--- src/rtl/mem_pkg.sv ---
// Shared types and default sizing for the processor data memory bank.
package mem_pkg;

    typedef enum logic {
        ST_INIT,
        ST_RUN
    } state_e;

    localparam int unsigned DEF_DATA_W = 16;
    localparam int unsigned DEF_ADDR_W = 8;
    localparam int unsigned DEF_DEPTH  = 256;

    function automatic int unsigned be_width(input int unsigned data_w);
        return data_w / 8;
    endfunction

endpackage

--- src/rtl/mem_array.sv ---
// Word storage with per-byte write enables and a registered read port.
// Storage is never reset; only the read register has a reset value.
module mem_array #(
    parameter int unsigned DATA_W = 16,
    parameter int unsigned ADDR_W = 8,
    parameter int unsigned DEPTH  = 256,
    parameter int unsigned BE_W   = DATA_W / 8
) (
    input  logic              clk,
    input  logic              rst,
    input  logic              we,
    input  logic [BE_W-1:0]   wbe,
    input  logic [ADDR_W-1:0] waddr,
    input  logic [DATA_W-1:0] wdata,
    input  logic              re,
    input  logic              rzero,
    input  logic [ADDR_W-1:0] raddr,
    output logic [DATA_W-1:0] rdata
);

    localparam int unsigned IDX_W = (DEPTH > 1) ? $clog2(DEPTH) : 1;

    logic [DATA_W-1:0] mem [DEPTH];
    logic [IDX_W-1:0]  widx;
    logic [IDX_W-1:0]  ridx;

    assign widx = waddr[IDX_W-1:0];
    assign ridx = raddr[IDX_W-1:0];

    always_ff @(posedge clk) begin
        if (we) begin
            for (int b = 0; b < int'(BE_W); b++) begin
                if (wbe[b]) begin
                    mem[widx][b*8 +: 8] <= wdata[b*8 +: 8];
                end
            end
        end
    end

    // Out-of-range reads load zero instead of indexing storage.
    always_ff @(posedge clk or posedge rst) begin
        if (rst) begin
            rdata <= '0;
        end else if (re) begin
            rdata <= rzero ? '0 : mem[ridx];
        end
    end

endmodule

--- src/rtl/sync_mem_bank.sv ---
// Data memory bank: ready/valid request port, byte-enable writes, one-cycle
// reads, and a zero-fill sequencer that runs after reset and soft clear.
module sync_mem_bank
    import mem_pkg::*;
#(
    parameter int unsigned       DATA_W   = DEF_DATA_W,
    parameter int unsigned       ADDR_W   = DEF_ADDR_W,
    parameter int unsigned       DEPTH    = DEF_DEPTH,
    parameter logic [DATA_W-1:0] INIT_VAL = '0
) (
    input  logic                        clk,
    input  logic                        rst,
    input  logic                        clr,
    input  logic                        req_valid,
    output logic                        req_ready,
    input  logic                        req_we,
    input  logic [ADDR_W-1:0]           req_addr,
    input  logic [DATA_W-1:0]           req_wdata,
    input  logic [be_width(DATA_W)-1:0] req_be,
    output logic                        rsp_valid,
    output logic [DATA_W-1:0]           rsp_rdata,
    output logic                        init_done
);

    localparam int unsigned BE_W = be_width(DATA_W);
    localparam logic [ADDR_W-1:0] LAST_IDX = ADDR_W'(DEPTH - 1);

    state_e            state_q;
    state_e            state_d;
    logic [ADDR_W-1:0] cnt_q;
    logic [ADDR_W-1:0] cnt_d;
    logic              done_d;
    logic              accept;
    logic              in_range;
    logic              rd_en;
    logic              mem_we;
    logic [ADDR_W-1:0] mem_waddr;
    logic [DATA_W-1:0] mem_wdata;
    logic [BE_W-1:0]   mem_wbe;

    assign in_range = 32'(req_addr) < DEPTH;

    // Next state, handshake and write-port mux (fill vs. request).
    always_comb begin
        state_d   = state_q;
        cnt_d     = cnt_q;
        done_d    = init_done;
        req_ready = 1'b0;
        accept    = 1'b0;
        rd_en     = 1'b0;
        mem_we    = 1'b0;
        mem_waddr = req_addr;
        mem_wdata = req_wdata;
        mem_wbe   = req_be;

        case (state_q)
            ST_INIT: begin
                mem_we    = 1'b1;
                mem_waddr = cnt_q;
                mem_wdata = INIT_VAL;
                mem_wbe   = '1;
                if (clr) begin
                    cnt_d = '0;
                end else if (cnt_q == LAST_IDX) begin
                    state_d = ST_RUN;
                    done_d  = 1'b1;
                    cnt_d   = '0;
                end else begin
                    cnt_d = cnt_q + 1'b1;
                end
            end
            ST_RUN: begin
                req_ready = !clr;
                accept    = req_valid && !clr;
                mem_we    = accept && req_we && in_range;
                rd_en     = accept && !req_we;
                if (clr) begin
                    state_d = ST_INIT;
                    done_d  = 1'b0;
                    cnt_d   = '0;
                end
            end
            default: state_d = ST_INIT;
        endcase
    end

    always_ff @(posedge clk or posedge rst) begin
        if (rst) begin
            state_q   <= ST_INIT;
            cnt_q     <= '0;
            init_done <= 1'b0;
            rsp_valid <= 1'b0;
        end else begin
            state_q   <= state_d;
            cnt_q     <= cnt_d;
            init_done <= done_d;
            rsp_valid <= rd_en;
        end
    end

    mem_array #(
        .DATA_W (DATA_W),
        .ADDR_W (ADDR_W),
        .DEPTH  (DEPTH),
        .BE_W   (BE_W)
    ) u_array (
        .clk   (clk),
        .rst   (rst),
        .we    (mem_we),
        .wbe   (mem_wbe),
        .waddr (mem_waddr),
        .wdata (mem_wdata),
        .re    (rd_en),
        .rzero (!in_range),
        .raddr (req_addr),
        .rdata (rsp_rdata)
    );

endmodule

--- config.mk ---
export PLATFORM = sky130hd
export DESIGN_NAME = sync_mem_bank
export DESIGN_NICKNAME = d
export VERILOG_FILES = /design/src/rtl/mem_pkg.sv /design/src/rtl/mem_array.sv /design/src/rtl/sync_mem_bank.sv
export SDC_FILE = /design/constraint.sdc
export NUM_CORES = 2
export LEC_CHECK = 0
export CAP_MARGIN = 5
export CORE_ASPECT_RATIO = 1.25
export CORE_MARGIN = 4
export CORE_UTILIZATION = 45
export DETAILED_ROUTE_END_ITERATION = 10
export HOLD_SLACK_MARGIN = 0.12
export PLACE_DENSITY = 0.68
export SLEW_MARGIN = 5
export SYNTH_ARGS = -nofsm -noshare
export SYNTH_HDL_FRONTEND = slang
export SYNTH_SLANG_ARGS = --single-unit
--- constraint.sdc ---
create_clock -name clk -period 11.2 [get_ports clk]
set_input_delay 2.24 -clock clk [delete_from_list [all_inputs] [get_ports clk]]
set_output_delay 2.24 -clock clk [all_outputs]
set_load 0.02 [all_outputs]
### Yosys cells after proc, flatten, opt, wreduce, memory -nomap -nowiden

Memory sizes are Yosys's and may differ from the RTL's. A register that Yosys moved wholly into a read port is not among the register bits.
Cells that the tools add are included.

* add/subtract/negate cells: 1
* equal/unequal tests: 4
* muxes and demuxes: 24
* bitwise gates (word level): 1
* reduce and logical (&&, ||, !) cells: 6

Operators by type and width (number)
* 8-bit two-way mux: 4
* 16-bit two-way mux: 1
* 8-bit one-hot mux with 2 select lines: 1
* 1-bit two-way mux: 14
* 8-bit by 1-bit adder with 8-bit output, second input constant: 1
* 8-bit == test, second input constant: 1
* 2-bit inequality test, second input constant: 3
* 1-bit one-hot mux with 2 select lines: 3
* 1-bit logical AND: 3
* 3-bit AND reduction: 1
* 1-bit logical NOT: 2
* 2-bit two-way mux: 1
* 1-bit NOT: 1

* register bits: 11
* memory bits (writable): 4096
* bits of input ports: 31
* output and inout bits: 19
* logic and storage cells: 41
* memories: 1

Memories
* u_array.mem: depth 256, width 16, read ports 1, clocked after Yosys merged registers in 1, wr ports 1, line mem_array.sv:23 `logic [DATA_W-1:0] mem [DEPTH];`

### Longest topological paths before layout

* depth in word-level cells: 6
* depth in mapped cells: 14

### Cells and area by module

A second synthesis with hierarchy kept.

* cells, all modules: 7820
* area, all modules: 160946.9 µm²

By module, submodules not included
* mem_array: instances 1, cells each 7731, area an instance 160186.1 µm²
* sync_mem_bank: instances 1, cells each 89, area an instance 760.7 µm²

### Worst setup path after synthesis

No wires, ideal clock.

* kind: in2reg
* from: input req_wdata[14]
* to: memory u_array.mem[0][14], data pin
* library setup time: 870 ps
* arrival: 5484 ps
* setup slack: 4846 ps
* stages: 1
* buffers on the path: 0
* cell sequence: and2_1

* cells in the longest elaborated chain, start to end: 1

Ends and longest elaborated chain
* start, declared: line sync_mem_bank.sv:18 `input logic [DATA_W-1:0] req_wdata,`
* 16-bit two-way mux: line sync_mem_bank.sv:56 `case (state_q)`
* end, declared: line mem_array.sv:23

Every way passes these cells.

==> summary.md <==
| Metric | Value |
|---|---|
| Outcome | completed |
| Hold Buf Count CTS | 0 |
| Bufs on Longest Clock Path | 4 |
| Vias in the first global route | slightly above 80000 |
| Row count | 245 |
| Largest area contributor in the netlist | edfxtp_1 |
| Syn Area/Cell | ~20 sq um |
| CP most frequent cell | nor2_1 |
| Top cell type's share of synthesized area | between 70% and 80% |
| Hpwl dp | 268 mm |
| Worst-Margin Slew | around 1.3 ns |
| RSZ-0062 raised after global routing | no |
| Critical Path Fanout Max | roughly 110 |
| Clk Latency, worst-skew pair | between 0.9 and 1 ns |
| Total track usage | 23.4% |
| Arrival @ worst endpoint | just over 7 ns |
| Wire per inst | around 34 um |
| Post-route ant nets | 0 |
| Die area | ~370000 sq um |
| Max Transition Viols Final | 0 |
| Worst setup EP type | flop |
| Final wirelength | 438 mm |
| Layout area overhead | 10.1% |
| Initial antenna violation count | 21 |
| DRC viols | 0 |
| Setup violators final | 0 |
| Largest net degree at the start of global routing | slightly below 200 |
| Met2 Wirelength | 214 mm |
| Fraction of registers with async set/reset | less than 1% |
| Syn Nets | 7894 |
| Netlist cell types | 86 |
| Reg clk slew, reported paths | about 0.060 ns |
| Die height | a little under 700 um |
| Final Hold Vio Count | 0 |
| Min-delay worst type | reg -> reg |
| Fin Setup TNS | 0 ns |
| Power per cell area | ~170 nW/um^2 |
| Post-CTS Setup Repair Bufs | 0 |
| Largest stage delay, worst path | approximately 0.91 ns |
| Register bit total from synthesis | 4123 |
| Die width | around 540 um |
| CP max stage cell | a2111oi_0 |
| DRT Pass-1 Iters | 6 |
| Core area | 357000 sq um |
| Worst-path cell chain | buf_8, buf_4, buf_12, mux4_2, nor2_1, nor2_1, o22ai_1, a2111oi_0, o2111ai_1, nand3_1 |
| Seq/Total Area, Yosys | approximately three quarters |
| Synth Instances | between 7000 and 8000 |
| Skew final | 0.0575 ns |
| Layout cells sized above 1 | 18.9% |
| Vias | between 80000 and 90000 |
| CTS tree | done |
| Nets | 7990 |
| Area after DPL | between 150000 and 200000 sq um |
| Htree depth | 5 |
| Final Instance Area | between 150000 and 200000 sq um |
| Top cells by area, synth | edfxtp_1 (76%), mux4_2 (11%), mux2i_1 (3.0%), nor2_1 (1.5%), o22ai_1 (0.64%) |
| EDFF count, synth | slightly above 4000 |
| Port buffer count | slightly below 50 |
| Max VDD drop | about 0.13 mV |
| Crit Path Class | in -> reg |
| Post_cts resized | 0 |
| Highest Signal Layer | met5 |
| Post-synth top flop | edfxtp_1 |
| # IOs | 50 |
| WL met3 | 41.5 mm |
| Global-route wire length before repair | 619 mm |
| Max cap viols | 0 |
| LEAKAGE | 58.5 nW |
| Max-Slew Margin vs Limit | slightly below 10% |
| Fin crit period | ~6.2 ns |
| 1st-iter DRT viols | 11100 |
| DR vias/cell | roughly 6.3 |
| Placer Congestion | between 0.8 and 0.9 |
| YS warnings | 0 |
| Routed metal-1 wire length | between 150 and 200 mm |
| Layout Utilization | ~50% |
| Cts bufs inserted | 365 |
| Tcrit/Tclk final | approximately 55% |
| Synthesized area | approximately 160000 sq um |
| Filler cells | 27700 |
| Global route overflow | 0 |
| F_max | around 160 MHz |
| Initial Util | 45.2% |
| Startpoint types | input port |
| CTS sink cnt | just over 4000 |
| CP required | between 10 and 15 ns |
| Clock Tree Root | clkbuf_16 |
cells by family after synthesis:
family | after synthesis | share of synthesized area (%)
mux | 1327 | 14.7
compound gates | 771 | 3.29
flops | 4123 | 76.7
simple gates | 1148 | 3.08
xor+xnor | 3 | 0.0163
fa+ha+maj | 1 | 0.00776
buf+inv | 489 | 2.18
critical path, delay by kind of cell:
family | cells | cell delay (ns)
muxes | 1 | 0.35
AOI/OAI and AO/OA | 3 | 1.68
buffers and inverters | 3 | 1.61
and+or+nand+nor | 3 | 0.83
state kept, by name, indices dropped and copies added (netlist names):
| name | flops |
|---|---|
| cnt_q | 8 |
| u_array.rdata | 16 |
| state_q | 1 |
| u_array.mem | 4096 |
| init_done | 1 |
| rsp_valid | 1 |
synth_stat cells, drive strengths merged, types with 7 or more instances:
cell type	instances
a31o	7
or4	9
a22o	12
and2	35
dfrtp	27
edfxtp	4096
a2111oi	32
a31oi	28
o31ai	7
o21ai	100
nor3	52
nor2	628
nor2b	10
nand3	98
or3	11
mux2i	487
a22oi	90
a32oi	8
nand2b	11
a211oi	51
inv	7
mux2	18
o211ai	8
nor4	23
nand2	215
nand3b	10
nand4	19
a21oi	109
buf	315
o221ai	97
a221oi	12
clkbuf	165
mux4	822
and3	7
o22ai	166
where the power goes:
group          switching (W)  internal, W
Sequential         0.0000168       0.0167
Clock                0.00555      0.00702
Combinational       0.000771     0.000432
final timing paths:
kind / start / endpoint / slack, ns / cells past startpoint
max in group asynchronous: rst / state_q$_DFF_PP0_ / 8.64 / 2
worst max register to register: state_q$_DFF_PP0_ / u_array.rdata[3]$_DFFE_PP0P_ / 6.68 / 8
worst min register to register: init_done$_DFFE_PP0P_ / init_done$_DFFE_PP0P_ / 0.61 / 1
min in group asynchronous: rst / u_array.rdata[12]$_DFFE_PP0P_ / 1.85 / 2
worst max-delay path: req_addr[1] / u_array.rdata[9]$_DFFE_PP0P_ / 5.00 / 10
worst min-delay path: init_done$_DFFE_PP0P_ / init_done$_DFFE_PP0P_ / 0.61 / 1
through the flow:
step           total power, W  hold WS (ns)  setup WS [ns]  std cells
5_1_grt                0.0313         0.603           5.00      12900
2_1_floorplan          0.0178         0.581           4.85       7862
3_5_place_dp           0.0183         0.568           4.28      12300
4_1_cts                0.0306         0.586           5.11      12900
3_3_place_gp           0.0183         0.561           4.34      12300
6_report               0.0305         0.605           5.00      13000
per-layer routing:
| metal | up-vias | track usage [%] |
|---|---|---|
| li1 | 32800 | - |
| met1 | 43400 | 30.6 |
| met2 | 4864 | 37.9 |
| met3 | 942 | 4.53 |
| met4 | 8 | 11.4 |
| met5 | - | 0.249 |
layout by cell type, fill, tap and decap left out, types with 89 or more instances in the layout:
master	Yosys	final
edfxtp_1	4096	4096
o221ai_1	96	96
o22ai_1	166	166
mux4_2	783	783
nand2_1	215	197
nand3_1	97	93
nor2_1	627	622
clkbuf_16	0	371
a22oi_1	90	90
buf_4	47	140
mux2i_1	487	487
o21ai_0	89	89
a21oi_1	109	109
cell type report:
| type | instances | area [sq um] | area share, % |
|---|---|---|---|
| tap | 4693 | 5870 | 3.31 |
| multi-input combinational | 3250 | 34300 | 19.3 |
| clock buffer | 446 | 9610 | 5.41 |
| timing repair buffer | 209 | 1950 | 1.10 |
| inverter | 9 | 46.3 | 0.0261 |
| antenna | 5 | 12.5 | 0.00704 |
| clock inverter | 215 | 2160 | 1.22 |
| sequential | 4123 | 124000 | 69.6 |
Note: power is estimated with default switching activity, not from simulation.
